--- config.mk ---
export PLATFORM = sky130hd
export DESIGN_NAME = demux1pn_reg
export DESIGN_NICKNAME = d
export VERILOG_FILES = /design/src/rtl/demux1pn_reg.sv
export SDC_FILE = /design/constraint.sdc
export NUM_CORES = 1
export LEC_CHECK = 0
export BUFFER_PORTS_ARGS = -buffer_cell sky130_fd_sc_hd__buf_4
export CAP_MARGIN = 30
export CORE_ASPECT_RATIO = 0.5
export CORE_UTILIZATION = 45
export CTS_CLUSTER_SIZE = 28
export DETAILED_ROUTE_END_ITERATION = 6
export PLACE_DENSITY = 0.73
export SYNTH_ARGS = -nofsm -noshare
export SYNTH_HDL_FRONTEND = slang
export SYNTH_SLANG_ARGS = --single-unit
--- constraint.sdc ---
create_clock -name clk -period 2.95 [get_ports clk]
set_clock_uncertainty 0.15 [all_clocks]
set_input_delay 0.1475 -clock clk [delete_from_list [all_inputs] [get_ports clk]]
set_output_delay 0.1475 -clock clk [all_outputs]
set_load 0.05 [all_outputs]
--- src/rtl/demux1pn_reg.sv ---
// -----------------------------------------------------------------------------
// demux1pn_reg
//
// Registered 1-to-N stream demultiplexer with valid/ready handshake.
// A single producer offers one word per cycle together with a destination
// index (sel) or a broadcast flag (bcast). The word is loaded into the
// one-entry output register of the chosen channel, or into every channel
// when broadcasting. All outputs except in_ready come straight from
// registers, so the block breaks timing paths between producer and consumers.
//
// A word whose sel does not name an existing channel is still accepted, but
// it is discarded. It raises a one-cycle err pulse and bumps a saturating
// drop counter.
//
// Parameters
//   DATA_W  width of a data word
//   N_OUT   number of output channels, 2 .. 2**SEL_W
//   SEL_W   width of the channel index
//   CNT_W   width of the saturating drop counter
//
// Ports
//   clk        in   rising-edge clock
//   rst_n      in   asynchronous reset, active-low
//   data_in    in   input word
//   sel        in   destination channel index
//   bcast      in   1 = deliver the word to every channel
//   in_valid   in   data_in/sel/bcast are valid
//   in_ready   out  block accepts this cycle (combinational from sel, bcast,
//                   out_ready and the channel state; never from in_valid)
//   out        out  channel i data = out[i*DATA_W +: DATA_W]
//   out_valid  out  channel i holds a word
//   out_ready  in   consumer i takes its word this cycle
//   err        out  one-cycle pulse per dropped (out-of-range sel) word
//   drop_cnt   out  number of dropped words, saturating at all-ones
// -----------------------------------------------------------------------------
module demux1pn_reg #(
  parameter int DATA_W = 8,
  parameter int N_OUT  = 4,
  parameter int SEL_W  = 2,
  parameter int CNT_W  = 8
) (
  input  logic                    clk,
  input  logic                    rst_n,
  input  logic [DATA_W-1:0]       data_in,
  input  logic [SEL_W-1:0]        sel,
  input  logic                    bcast,
  input  logic                    in_valid,
  output logic                    in_ready,
  output logic [N_OUT*DATA_W-1:0] out,
  output logic [N_OUT-1:0]        out_valid,
  input  logic [N_OUT-1:0]        out_ready,
  output logic                    err,
  output logic [CNT_W-1:0]        drop_cnt
);

  // ---------------------------------------------------------------------------
  // State
  // ---------------------------------------------------------------------------
  logic [N_OUT-1:0][DATA_W-1:0] data_q,  data_d;
  logic [N_OUT-1:0]             valid_q, valid_d;
  logic                         err_q,   err_d;
  logic [CNT_W-1:0]             cnt_q,   cnt_d;

  // ---------------------------------------------------------------------------
  // Handshake decode
  // ---------------------------------------------------------------------------
  logic [N_OUT-1:0] chan_free;  // channel can take a word this cycle
  logic [N_OUT-1:0] sel_hit;    // one-hot decode of sel over real channels
  logic             sel_ok;     // sel names an existing channel
  logic             accept;
  logic [N_OUT-1:0] load;       // per-channel load strobe
  logic             drop;       // accepted word with an out-of-range sel

  // A full channel is still free if its consumer drains it in the same
  // cycle, which gives one word per cycle per channel under steady ready.
  assign chan_free = ~valid_q | out_ready;

  // NOTE: every signal written in an always_comb gets a default value at
  // the top of the block, so no path through it can infer a latch.
  always_comb begin
    sel_hit = '0;
    for (int i = 0; i < N_OUT; i++) begin
      sel_hit[i] = (sel == SEL_W'(i));
    end
  end

  // When sel is out of range, sel_hit is all zero.
  assign sel_ok = |sel_hit;

  // Broadcast is all-or-none. It waits until every channel is free, so a
  // stalled consumer never causes a partial delivery. A bad sel is always
  // ready, because that word is consumed and discarded.
  always_comb begin
    in_ready = 1'b1;
    if (bcast) begin
      in_ready = &chan_free;
    end else if (sel_ok) begin
      in_ready = |(sel_hit & chan_free);
    end
  end

  assign accept = in_valid & in_ready;

  always_comb begin
    load = '0;
    if (accept) begin
      load = bcast ? {N_OUT{1'b1}} : sel_hit;
    end
  end

  assign drop = accept & ~bcast & ~sel_ok;

  // ---------------------------------------------------------------------------
  // Next-state logic
  // ---------------------------------------------------------------------------
  // Per channel:
  //   load             -> take the new word, stay / become valid
  //   ready, no load   -> word consumed, valid clears, data keeps last value
  //   otherwise        -> hold (stalled words are never overwritten)
  always_comb begin
    data_d  = data_q;
    valid_d = valid_q;
    for (int i = 0; i < N_OUT; i++) begin
      if (load[i]) begin
        data_d[i]  = data_in;
        valid_d[i] = 1'b1;
      end else if (out_ready[i]) begin
        valid_d[i] = 1'b0;
      end
    end
  end

  always_comb begin
    err_d = drop;
    cnt_d = cnt_q;
    if (drop && (cnt_q != {CNT_W{1'b1}})) begin
      cnt_d = cnt_q + CNT_W'(1);
    end
  end

  // ---------------------------------------------------------------------------
  // Registers
  // ---------------------------------------------------------------------------
  // NOTE: the data registers are reset as well as the valid bits. Outputs
  // must read back as zero during reset, and N_OUT words are cheap to clear.
  // NOTE: sequential state is updated only with non-blocking assignments.
  // Every register then samples the pre-edge value of every other register.
  always_ff @(posedge clk or negedge rst_n) begin
    if (!rst_n) begin
      data_q  <= '0;
      valid_q <= '0;
      err_q   <= 1'b0;
      cnt_q   <= '0;
    end else begin
      data_q  <= data_d;
      valid_q <= valid_d;
      err_q   <= err_d;
      cnt_q   <= cnt_d;
    end
  end

  // ---------------------------------------------------------------------------
  // Outputs
  // ---------------------------------------------------------------------------
  // Packed layout places channel i at bits [i*DATA_W +: DATA_W].
  assign out       = data_q;
  assign out_valid = valid_q;
  assign err       = err_q;
  assign drop_cnt  = cnt_q;

endmodule

* Word-level counts from Yosys, hierarchy flattened
Cells that the tools add are included.
Operators by class: equal/unequal tests 4, reductions and logical operators 9, bitwise logic cells 8, add/subtract/negate cells 1, mux-type cells 12
Operator list (number):
- 2-to-1 mux 1 bit | 10
- adder 8 x 1 -> 8 bit, second input constant | 1
- 2-to-1 mux 4 bit | 2
- != test 8 bit, second input constant | 1
- nonzero test 2 bit | 4
- OR reduction 4 bit | 2
- AND 4 bit | 1
- == test 2 bit, second input constant | 2
- inverter 4 bit | 1
- OR 4 bit | 1
- AND reduction 4 bit | 1
- AND 1 bit | 3
- == test 2 x 1 -> 1 bit, second input constant | 1
- zero test 2 bit | 1
- inverter 1 bit | 2
- logical AND 1 bit | 1
Storage, ports and cells: bits in registers 45, logic and storage cells 44, input bits 18

* Depth between registers and ports, before layout
Gate-level depths: netlist (run 1).
depth in word-level cells 10, depth in mapped cells 4

* Worst setup path after synthesis (run 1)
Ideal clock, no wire load.
kind register to output, start point register valid_q[0], in the netlist out_valid[0], end point output in_ready, arrival 1.821 ns, setup slack 0.831 ns, cell stages (with the launch flop) 5, cells stage by stage dfrtp_1 > nand2b_1 > nor3b_1 > a21oi_1 > o22ai_1
On the way: longest elaborated chain between the ends 6, elaborated cells on any way between the ends 7, those cells by class 2 x mux; 3 x bitwise; 2 x reduce/logical
RTL lines:
- start, declared | RTL line 60 | logic [N_OUT-1:0] valid_q, valid_d;
- start signal, assigned | RTL line 156 | valid_q <= valid_d;
- inverter 4 bit (*) | RTL line 76 | assign chan_free = ~valid_q | out_ready;
- OR 4 bit (*) | RTL line 76
- AND 4 bit | RTL line 98 | in_ready = |(sel_hit & chan_free);
- OR reduction 4 bit | RTL line 98
- 2-to-1 mux 1 bit | RTL line 97 | end else if (sel_ok) begin
- 2-to-1 mux 1 bit (*) | RTL line 95 | if (bcast) begin
- end, declared | RTL line 48 | output logic in_ready,
Mark *: on every way between the ends. The rest lies on a longest branch, timed or not.

* Worst setup path in the final report (run 1)
start point register valid_q[1], in the netlist out_valid[1], end point register data_q, in the netlist out[23]
On the way: longest elaborated chain between the ends 8, elaborated cells on any way between the ends 9, those cells by class 3 x mux; 4 x bitwise; 2 x reduce/logical
RTL lines:
- inverter 4 bit (*) | RTL line 76
- OR 4 bit (*) | RTL line 76
- AND 4 bit | RTL line 98
- OR reduction 4 bit | RTL line 98
- 2-to-1 mux 1 bit | RTL line 97
- 2-to-1 mux 1 bit (*) | RTL line 95
- AND 1 bit (*) | RTL line 102 | assign accept = in_valid & in_ready;
- 2-to-1 mux 4 bit (*) | RTL line 106 | if (accept) begin
- end signal, assigned | RTL line 155 | data_q <= data_d;
- end, declared | RTL line 59 | logic [N_OUT-1:0][DATA_W-1:0] data_q, data_d;
Marks and branches as above. A chain may end at the register's enable or synchronous reset.

==> flow_summary_export.csv, run 1 <==
group,metric,value,unit
grt,grt_pass1_wl,5330,um
floorplan,start_util,49.5,%
drt,wl_per_cell,14.4,um
grt,antenna_found_initial,0,
worst_setup_path,crit_slowest_cell,"o21ai_4",
clocking,clkTransAtPathRegs,0.08,ns
floorplan,die_w,91.3,um
clocking,clock_sinks,45,
synthesis,yosys-top-cells-area,"dfrtp_1 (63%), mux2_2 (15%), mux2_4 (6.7%)",
synthesis,synth_area,0.00179,sq mm
cells_and_area,multi_input_area,633,sq um
sta,hold_violations,0,
worst_setup_path,arrival,1.95,ns
synthesis,synthCells,115,
worst_setup_path,cpPeakStageDelay,0.41,ns
sta,setup_viol,0,
cells_and_area,syn2layout_area_growth,39.1,%
worst_setup_path,cp-start-kind,"flop",
synthesis,synth-async-reset-ratio,100,%
synthesis,synth.distinct_cells,24,
placement,portBuffers,63,
grt,grt_usage,17.2,%
synthesis,synth_sequential_area_ratio,62.8,%
synthesis,synth_warnings,0,
floorplan,fp.dieH,46.6,um
grt,overflow,0,
sta,fmax,0.519,GHz
synthesis,synth_commonest_cells,"dfrtp_1 (45), mux2_2 (24), clkbuf_1 (8), mux2_4 (8), nand2b_1 (5)",
synthesis,synth_top_area_share,62.8,%
power,p_per_area,962,mW/mm^2
drt,avgViaCountPerCell,4.77,
clocking,clockRootBuffer,"clkbuf_8",
cells_and_area,n_antenna_cell,0,
cells_and_area,utilization,68.8,%
floorplan,coreArea,0.00362,sq mm
worst_setup_path,path_cells,"nor2b_1, and4bb_4, o21ai_4, mux2_4",
sta,hold_ws,0.00121,ns
clocking,cts_setup_buffers,0,
grt,grt_max_degree,46,
synthesis,yosysMostFrequentCell,"dfrtp_1",
grt,grt_pass1_vias,1040,
flow_run,max-cap-violations,0,
sta,tns,0,ns
clocking,holdBufCountCts,9,
clocking,cts-buffers-inserted,5,
drt,vias,1131,
power,leakage,1.19,nW
sta,slew_viol_final,0,
worst_setup_path,path_depth,4,
worst_setup_path,worst-path-max-fanout,8,
floorplan,rows,15,
hold_path,hold_depth,3,
cells_and_area,drive_gt1_share,59.1,%
sta,finalCritPeriodShare,65.3,%
worst_setup_path,crit_type,"reg2reg",
placement,place_congestion,0.759,
clocking,tritoncts,"yes",
clocking,clk-insertion-delay-late,0.28,ns
synthesis,synth_top_area_cell,"dfrtp_1",
drt,firstDrtPassIters,4,
hold_path,hold_path.class,"in2reg",
worst_setup_path,endpoint_kind,"flop",
worst_setup_path,r2r_cells,4,
worst_setup_path,worstPathBufferInverterCount,0,
synthesis,ys_seq_elements,45,
drt,ant_nets,0,
worst_setup_path,worstPathRequired,2.98,ns
clocking,clock_path_buffers,2,
cells_and_area,nNetsFinal,204,
clocking,cts_resized,0,
outcome,status,"completed",
synthesis,syn_area_per_cell,15.6,sq um
cells_and_area,fillers,255,
worst_setup_path,path_delay_family,"simple AND/OR/NAND/NOR gates",
cells_and_area,register_area,0.00113,sq mm
synthesis,ys.flop_type,"dfrtp_1",
sta,worstMarginPinSlew,0.549,ns
floorplan,ios,64,
drt,drc_errors,0,
drt,wirelength,3410,um
power,peakVddDrop,0.000507,V
sta,fin_crit,1.93,ns
sta,rsz0062_at_grt,"no",
synthesis,synth_nets,133,
floorplan,die_area,0.00426,sq mm
sta,max-slew-margin-rel,63.4,%
drt,drt-initial-drc-count,28,
clocking,cts_max_level,2,
placement,place_hpwl,2320,um
synthesis,synth_edf_count,0,
layout by cell type, fill, tap and decap left out, drive strengths merged:
cell,count
buf,63
dfrtp,45
mux2,33
dlygate4sd3,9
nand2b,6
clkbuf,5
nor2,4
nand2,3
nor3b,2
o21ai,2
o22ai,2
a21oi,1
a41oi,1
nor2b,1
nand4,1
nand4b,1
and4bb,1
nand3b,1
inv,1
o21bai,1
clkinv,1
bufinv,1
conb,1
flip-flops by register name, indices dropped and copies added, names as in the netlist:
register,cells
err,1
out_valid,4
out,32
drop_cnt,8
through the flow:
stage	worst slack (ns)	area, sq um	std cells	total power (W)
floorplan	0.831	1790	115	0.00163
global placement	1.06	2300	221	0.00196
detailed placement	1.05	2300	221	0.00197
CTS	1.04	2490	237	0.00242
global route	0.952	2490	237	0.00251
finish	1.02	2490	237	0.00240
logic make-up after synthesis:
family	count (synthesis)	share of synthesized area (%)
compound gates	7	4.89
buf+inv	9	1.88
flops	45	62.8
mux	33	22.4
other cells	1	0.209
simple gates	20	7.82
routing by layer:
layer / vias up / track usage, % / routed length (um)
li1: 538 / - / -
met5: - / 0 / 0
met4: 0 / 3.81 / 0
met3: 0 / 5.28 / 151
met1: 565 / 23.8 / 1660
met2: 28 / 27.4 / 1600
report_power, final:
group	total, W	internal (W)	switching [W]
combinational	0.00111	0.000379	0.000731
clock	0.000441	0.000246	0.000195
sequential	0.000849	0.000769	0.0000797
path summary, 6_finish.rpt:
check	to	slack [ns]	startpoint
min in group asynchronous	out[7]	0.24	rst_n
hold reg to reg	drop_cnt[6]	0.23	drop_cnt[6]
setup / recovery	out[23]	1.02	out_valid[1]
max in group asynchronous	out[0]	2.03	rst_n
hold / removal	out_valid[1]	0.001	in_valid
setup reg to reg	out[23]	1.02	out_valid[1]
final cells by class:
class,instances,share of cell area (%)
multi-input cells,61,25.4
clock buffers,5,2.76
repair buffers,72,22.6
clock inverters,2,1.40
flip-flops and latches,45,45.2
well taps,51,2.56
inverters,1,0.151
worst register-to-register path, delay by kind of cell, from the launching register on:
| kind | cells | cell delay, ns |
|---|---|---|
| flops | 1 | 0.35 |
| compound gates | 1 | 0.41 |
| simple gates | 2 | 0.56 |
| mux | 1 | 0.35 |
Note: power is estimated with default switching activity, not from simulation.
==> run 2, diff against run 1 <==
Clock period 2.95 ns to 2 ns, I/O delays scaled along.
==> flow_summary_export.csv, run 2 (same netlist as run 1, synthesis figures left out) <==
group,metric,value,unit
cells_and_area,syn2layout_area_growth,41.5,%
drt,avgViaCountPerCell,4.74,
floorplan,die_w,91.3,um
sta,hold_violations,0,
floorplan,start_util,49.5,%
worst_setup_path,path_delay_family,"simple AND/OR/NAND/NOR gates",
floorplan,coreArea,0.00362,sq mm
placement,portBuffers,63,
cells_and_area,nNetsFinal,207,
sta,setup_viol,0,
placement,post-place-ws,0.0782,ns
worst_setup_path,ff2ff_setup_slack,0.09,ns
worst_setup_path,crit_slowest_cell,"o22ai_4",
hold_path,hold_path_end,"out_valid[2]",
worst_setup_path,r2r-start,"out_valid[0]",
cells_and_area,final_cell_mix,"buf_4 (63), dfrtp_1 (43), mux2_2 (24), dlygate4sd3_1 (11), mux2_4 (8)",
grt,grt_pass1_wl,5350,um
grt,grt_pass1_vias,1104,
worst_setup_path,cp-start-kind,"flop",
clocking,clockRootBuffer,"clkbuf_8",
clocking,clkTransAtPathRegs,0.08,ns
cells_and_area,n_antenna_cell,0,
worst_setup_path,path_cells,"nand2b_1, nand4_2, o22ai_4, mux2_2",
drt,wirelength,3500,um
drt,drc_errors,0,
floorplan,fp.dieH,46.6,um
outcome,status,"completed",
drt,firstDrtPassIters,4,
hold_path,hold_path.class,"in2reg",
worst_setup_path,worstPathBufferInverterCount,0,
hold_path,hold_depth,4,
floorplan,ios,64,
drt,ant_nets,0,
sta,worstMarginPinSlew,0.550,ns
placement,place_congestion,0.807,
clocking,clock_path_buffers,2,
grt,grt_max_degree,46,
power,p_per_area,1370,mW/mm^2
drt,vias,1143,
worst_setup_path,crit_type,"reg2reg",
clocking,cts_max_level,2,
worst_setup_path,endpoint_kind,"flop",
sta,worst_slack,0.0865,ns
cells_and_area,largest_reg_flops,32,
cells_and_area,drive_gt1_share,61.1,%
sta,fmax,0.523,GHz
worst_setup_path,worst-path-max-fanout,9,
clocking,tritoncts,"yes",
floorplan,rows,15,
hold_path,hold_start,"sel[0]",
clocking,cts-buffers-inserted,5,
sta,rsz0062_at_grt,"no",
flow_run,max-cap-violations,0,
power,leakage,1.21,nW
worst_setup_path,cpPeakStageDelay,0.41,ns
clocking,clk-insertion-delay-late,0.29,ns
sta,finalCritPeriodShare,95.7,%
sta,tns,0,ns
drt,drt-initial-drc-count,49,
floorplan,die_area,0.00426,sq mm
worst_setup_path,worstPathRequired,2.04,ns
sta,max-slew-margin-rel,63.3,%
clocking,clock_sinks,45,
drt,wl_per_cell,14.5,um
sta,hold_ws,0.0174,ns
grt,overflow,0,
sta,slew_viol_final,0,
grt,grt_usage,17.4,%
worst_setup_path,worstReg2RegEnd,"out[31]",
grt,antenna_found_initial,0,
cells_and_area,layout_commonest_cell,"buf_4",
worst_setup_path,arrival,1.95,ns
worst_setup_path,r2r_cells,4,
sta,fin_crit,1.91,ns
power,peakVddDrop,0.000605,V
clocking,cts_setup_buffers,0,
placement,place_hpwl,2390,um
-- run 2: cell types whose count changed in the layout (fill, tap and decap cells not counted), sizes merged --
cell | before | now
buf | 63 | 64
bufinv | 1 | 0
clkbuf | 5 | 6
clkinv | 1 | 2
dlygate4sd3 | 9 | 11
-- run 2: repair_timing --
item                                    CTS  global route
endpoints found under the hold margin    78             0
gates resized for setup                   0             1
hold buffers                             11             0
endpoints found under the setup margin    0             6
-- run 2: worst max-delay path by stage --
| stage | slack (ns) | endpoint | depth (start not counted) | startpoint |
|---|---|---|---|---|
| 2_1_floorplan | 0.0008 | out[16] | 4 | out_valid[3] |
| 3_5_place_dp | 0.08 | out[27] | 4 | out_valid[0] |
| 4_1_cts | 0.03 | out[21] | 7 | out_ready[1] |
| 6_report | 0.09 | out[31] | 4 | out_valid[0] |
| 3_3_place_gp | 0.15 | out[30] | 4 | out_valid[0] |
| 5_1_grt | 0.02 | out[24] | 4 | out_valid[0] |
-- run 2: metal layers --
layer / global-route usage [%] / up-vias / share of wire, %
met4: 7.94 / 0 / 1.0
met5: 0 / - / 0
met1: 21.4 / 560 / 45
met2: 29.5 / 35 / 49
met3: 5.45 / 5 / 4.7
li1: - / 543 / -
-- run 2: power breakdown --
group / internal (W) / switching (W)
clock: 0.000280 / 0.000301
combinational: 0.000571 / 0.00108
sequential: 0.00114 / 0.000124
-- run 2: layout make-up --
cell class              count  area (sq um)
clock buffers               6          82.6
clock inverters             2          13.8
fillers                   252          1080
inverters                   1          3.75
multi-input cells          61           642
flip-flops and latches     45          1130
well taps                  51          63.8
repair buffers             75           603
-- run 2: metrics by stage --
stage	instance area (sq um)	std cells	power, W	utilization, %
floorplan	1800	115	0.00240	-
global placement	2330	222	0.00290	64.3
detailed placement	2330	222	0.00292	64.3
CTS	2530	241	0.00353	70.0
global route	2540	241	0.00363	70.1
finish	2540	241	0.00349	70.1
-- run 2: tightest hold or removal path, stage by stage --
cell and delay, ns:
buf_4 0.11, nor2_1 0.08, nor2_1 0.09, nand2_1 0.05
==> run 3, diff against run 2 <==
Settings changed: ABC_AREA from default to 1, CORE_MARGIN from default to 10, PLACE_DENSITY 0.73 to 0.72.
==> flow_summary_export.csv, run 3 <==
group,metric,value,unit
outcome,status,"completed",
grt,grt_usage,14.0,%
synthesis,yosys-top-cells-area,"dfrtp_1 (58%), nand2_1 (15%), nand4_1 (10%)",
synthesis,synth_compound_area_share,2.06,%
sta,slew_viol_final,0,
cells_and_area,fillers,313,
cells_and_area,n_antenna_cell,0,
hold_path,hold_path.class,"in2reg",
floorplan,rows,16,
drt,drt-initial-drc-count,111,
floorplan,ios,64,
synthesis,yosysMostFrequentCell,"nand2_1",
power,peakVddDrop,0.000663,V
power,fin_total_pwr,0.00321,W
synthesis,synth_nets,212,
sta,fin_crit,1.88,ns
sta,fmax,0.533,GHz
worst_setup_path,cp-start-kind,"primary input",
worst_setup_path,endpoint_kind,"primary output",
worst_setup_path,r2r_cells,9,
hold_path,hold_start,"out_ready[1]",
worst_setup_path,ff2ff_setup_slack,0.25,ns
synthesis,synth_commonest_cells,"nand2_1 (75), dfrtp_1 (45), nand4_1 (32)",
worst_setup_path,startpoint,"out_ready[2]",
worst_setup_path,arrival,1.63,ns
synthesis,synth_sequential_area_ratio,58.1,%
clocking,clk-insertion-delay-late,0.30,ns
synthesis,synth_top_family_by_area,"simple AND/OR/NAND/NOR gates",
grt,grt_max_degree,46,
synthesis,synth_top_area_share,58.1,%
drt,avgViaCountPerCell,5.17,
synthesis,synth_area,0.00194,sq mm
clocking,cts_resized,0,
hold_path,hold_depth,4,
cells_and_area,syn2layout_area_growth,35.7,%
worst_setup_path,crit_type,"in2out",
synthesis,ys.flop_type,"dfrtp_1",
sta,hold_violations,0,
clocking,clock_path_buffers,2,
synthesis,synth_top_area_cell,"dfrtp_1",
sta,rsz0062_at_grt,"no",
drt,wirelength,5270,um
clocking,tritoncts,"yes",
power,p_per_area,1220,mW/mm^2
cells_and_area,layout_commonest_cell,"nand2_1",
clocking,cts-buffers-inserted,5,
cells_and_area,final_cell_mix,"nand2_1 (75), buf_4 (70), dfrtp_1 (45), nand4_1 (32), dlygate4sd3_1 (12)",
worst_setup_path,worstReg2RegEnd,"out[3]",
synthesis,synth-async-reset-ratio,100,%
clocking,clock_sinks,45,
synthesis,synth_fa_ha_area_share,0,%
synthesis,synth.area.mux_share,0,%
floorplan,coreArea,0.00402,sq mm
floorplan,die_w,113,um
cells_and_area,largest_reg_flops,32,
sta,finalCritPeriodShare,93.9,%
clocking,clkTransAtPathRegs,0.08,ns
synthesis,synthCells,194,
sta,max-slew-margin-rel,61.6,%
synthesis,syn_area_per_cell,10.0,sq um
synthesis,synthSimpleGateAreaFrac,32.0,%
grt,overflow,0,
synthesis,ys_seq_elements,45,
flow_run,max-cap-violations,0,
worst_setup_path,worst-path-max-fanout,10,
drt,firstDrtPassIters,4,
placement,portBuffers,63,
worst_setup_path,r2r-start,"out_valid[3]",
sta,tns,0,ns
drt,ant_nets,0,
grt,grt_pass1_vias,1612,
clocking,clockRootBuffer,"clkbuf_8",
clocking,cts_max_level,2,
floorplan,start_util,48.2,%
placement,place_congestion,0.772,
sta,setup_viol,0,
synthesis,synth-xor-area-share,0,%
synthesis,synth_edf_count,0,
sta,worstMarginPinSlew,0.576,ns
cells_and_area,drive_gt1_share,34.8,%
hold_path,hold_path_end,"out_valid[1]",
drt,drc_errors,0,
power,leakage,1.42,nW
drt,vias,1659,
grt,antenna_found_initial,0,
cells_and_area,nNetsFinal,285,
drt,wl_per_cell,16.4,um
floorplan,die_area,0.00749,sq mm
synthesis,synth.distinct_cells,20,
placement,place_hpwl,3630,um
worst_setup_path,worstPathRequired,1.75,ns
synthesis,synth_warnings,0,
floorplan,fp.dieH,66.4,um
grt,grt_pass1_wl,8370,um
## run 3: cell types whose count changed after synthesis, sizes merged, moves of 2 or more
cell    before  now
buf          0    9
inv          1    6
mux2        33    0
nand2        3   78
nand2b       6    0
nand3        0    8
nand4        1   32
nor2         4    1
nor3b        2    0
o21ai        2    5
o22ai        2    0
## run 3: cells by family after synthesis
family | after synthesis
buf+inv | 24
other cells | 1
simple gates | 119
compound gates | 5
flops | 45
## run 3: repair_timing
item | CTS | global route
setup endpoints to repair | 0 | 1
hold endpoints to repair | 80 | 0
buffers inserted | 0 | 7
hold buffers | 12 | 0
## run 3: metal layers
layer  routed length, um  share of wire [%]  GRT usage [%]
met1                2270                 43           17.0
met2                2540                 48           22.2
met3                 406                7.7           5.16
met4                  53                1.0           5.19
met5                   0                  0              0
## run 3: where the power goes
part | switching [W] | internal (W) | total, W
combinational | 0.00103 | 0.000410 | 0.00144
clock | 0.000294 | 0.000274 | 0.000568
sequential | 0.000108 | 0.00109 | 0.00120
total | 0.00143 | 0.00178 | 0.00321
## run 3: cell type report
class | instances | area (sq um) | share of cell area, %
Sequential cell | 45 | 1130 | 42.8
Multi-Input combinational cell | 126 | 676 | 25.7
Clock buffer | 7 | 86.3 | 3.28
Timing Repair Buffer | 82 | 646 | 24.5
Inverter | 7 | 31.3 | 1.19
Tap cell | 54 | 67.6 | 2.57
## run 3: worst max-delay path by stage
stage and endpoint:
2_1_floorplan out[13], 3_3_place_gp out[5], 3_5_place_dp out[6], 4_1_cts in_ready
5_1_grt in_ready, 6_report in_ready
## run 3: critical path, stage by stage
cell	delay [ns]
dlygate4sd3_1	0.53
buf_4	0.10
inv_1	0.03
nand2_1	0.10
nand2_1	0.06
o21ai_1	0.18
nand2_2	0.17
nand2_8	0.15
buf_4	0.21
## run 3: per-stage QoR
step / instances / hold WS, ns / worst slack (ns) / instance area, sq um / util (%)
finish: 321 / 0.0176 / 0.122 / 2630 / 65.4
global route: 321 / 0.0524 / 0.0470 / 2630 / 65.4
CTS: 313 / 0.0289 / 0.0337 / 2570 / 63.8
detailed placement: 294 / -0.0115 / 0.360 / 2360 / 58.7
global placement: 294 / -0.0239 / 0.402 / 2360 / 58.7
floorplan: 194 / -0.346 / 0.299 / 1940 / -
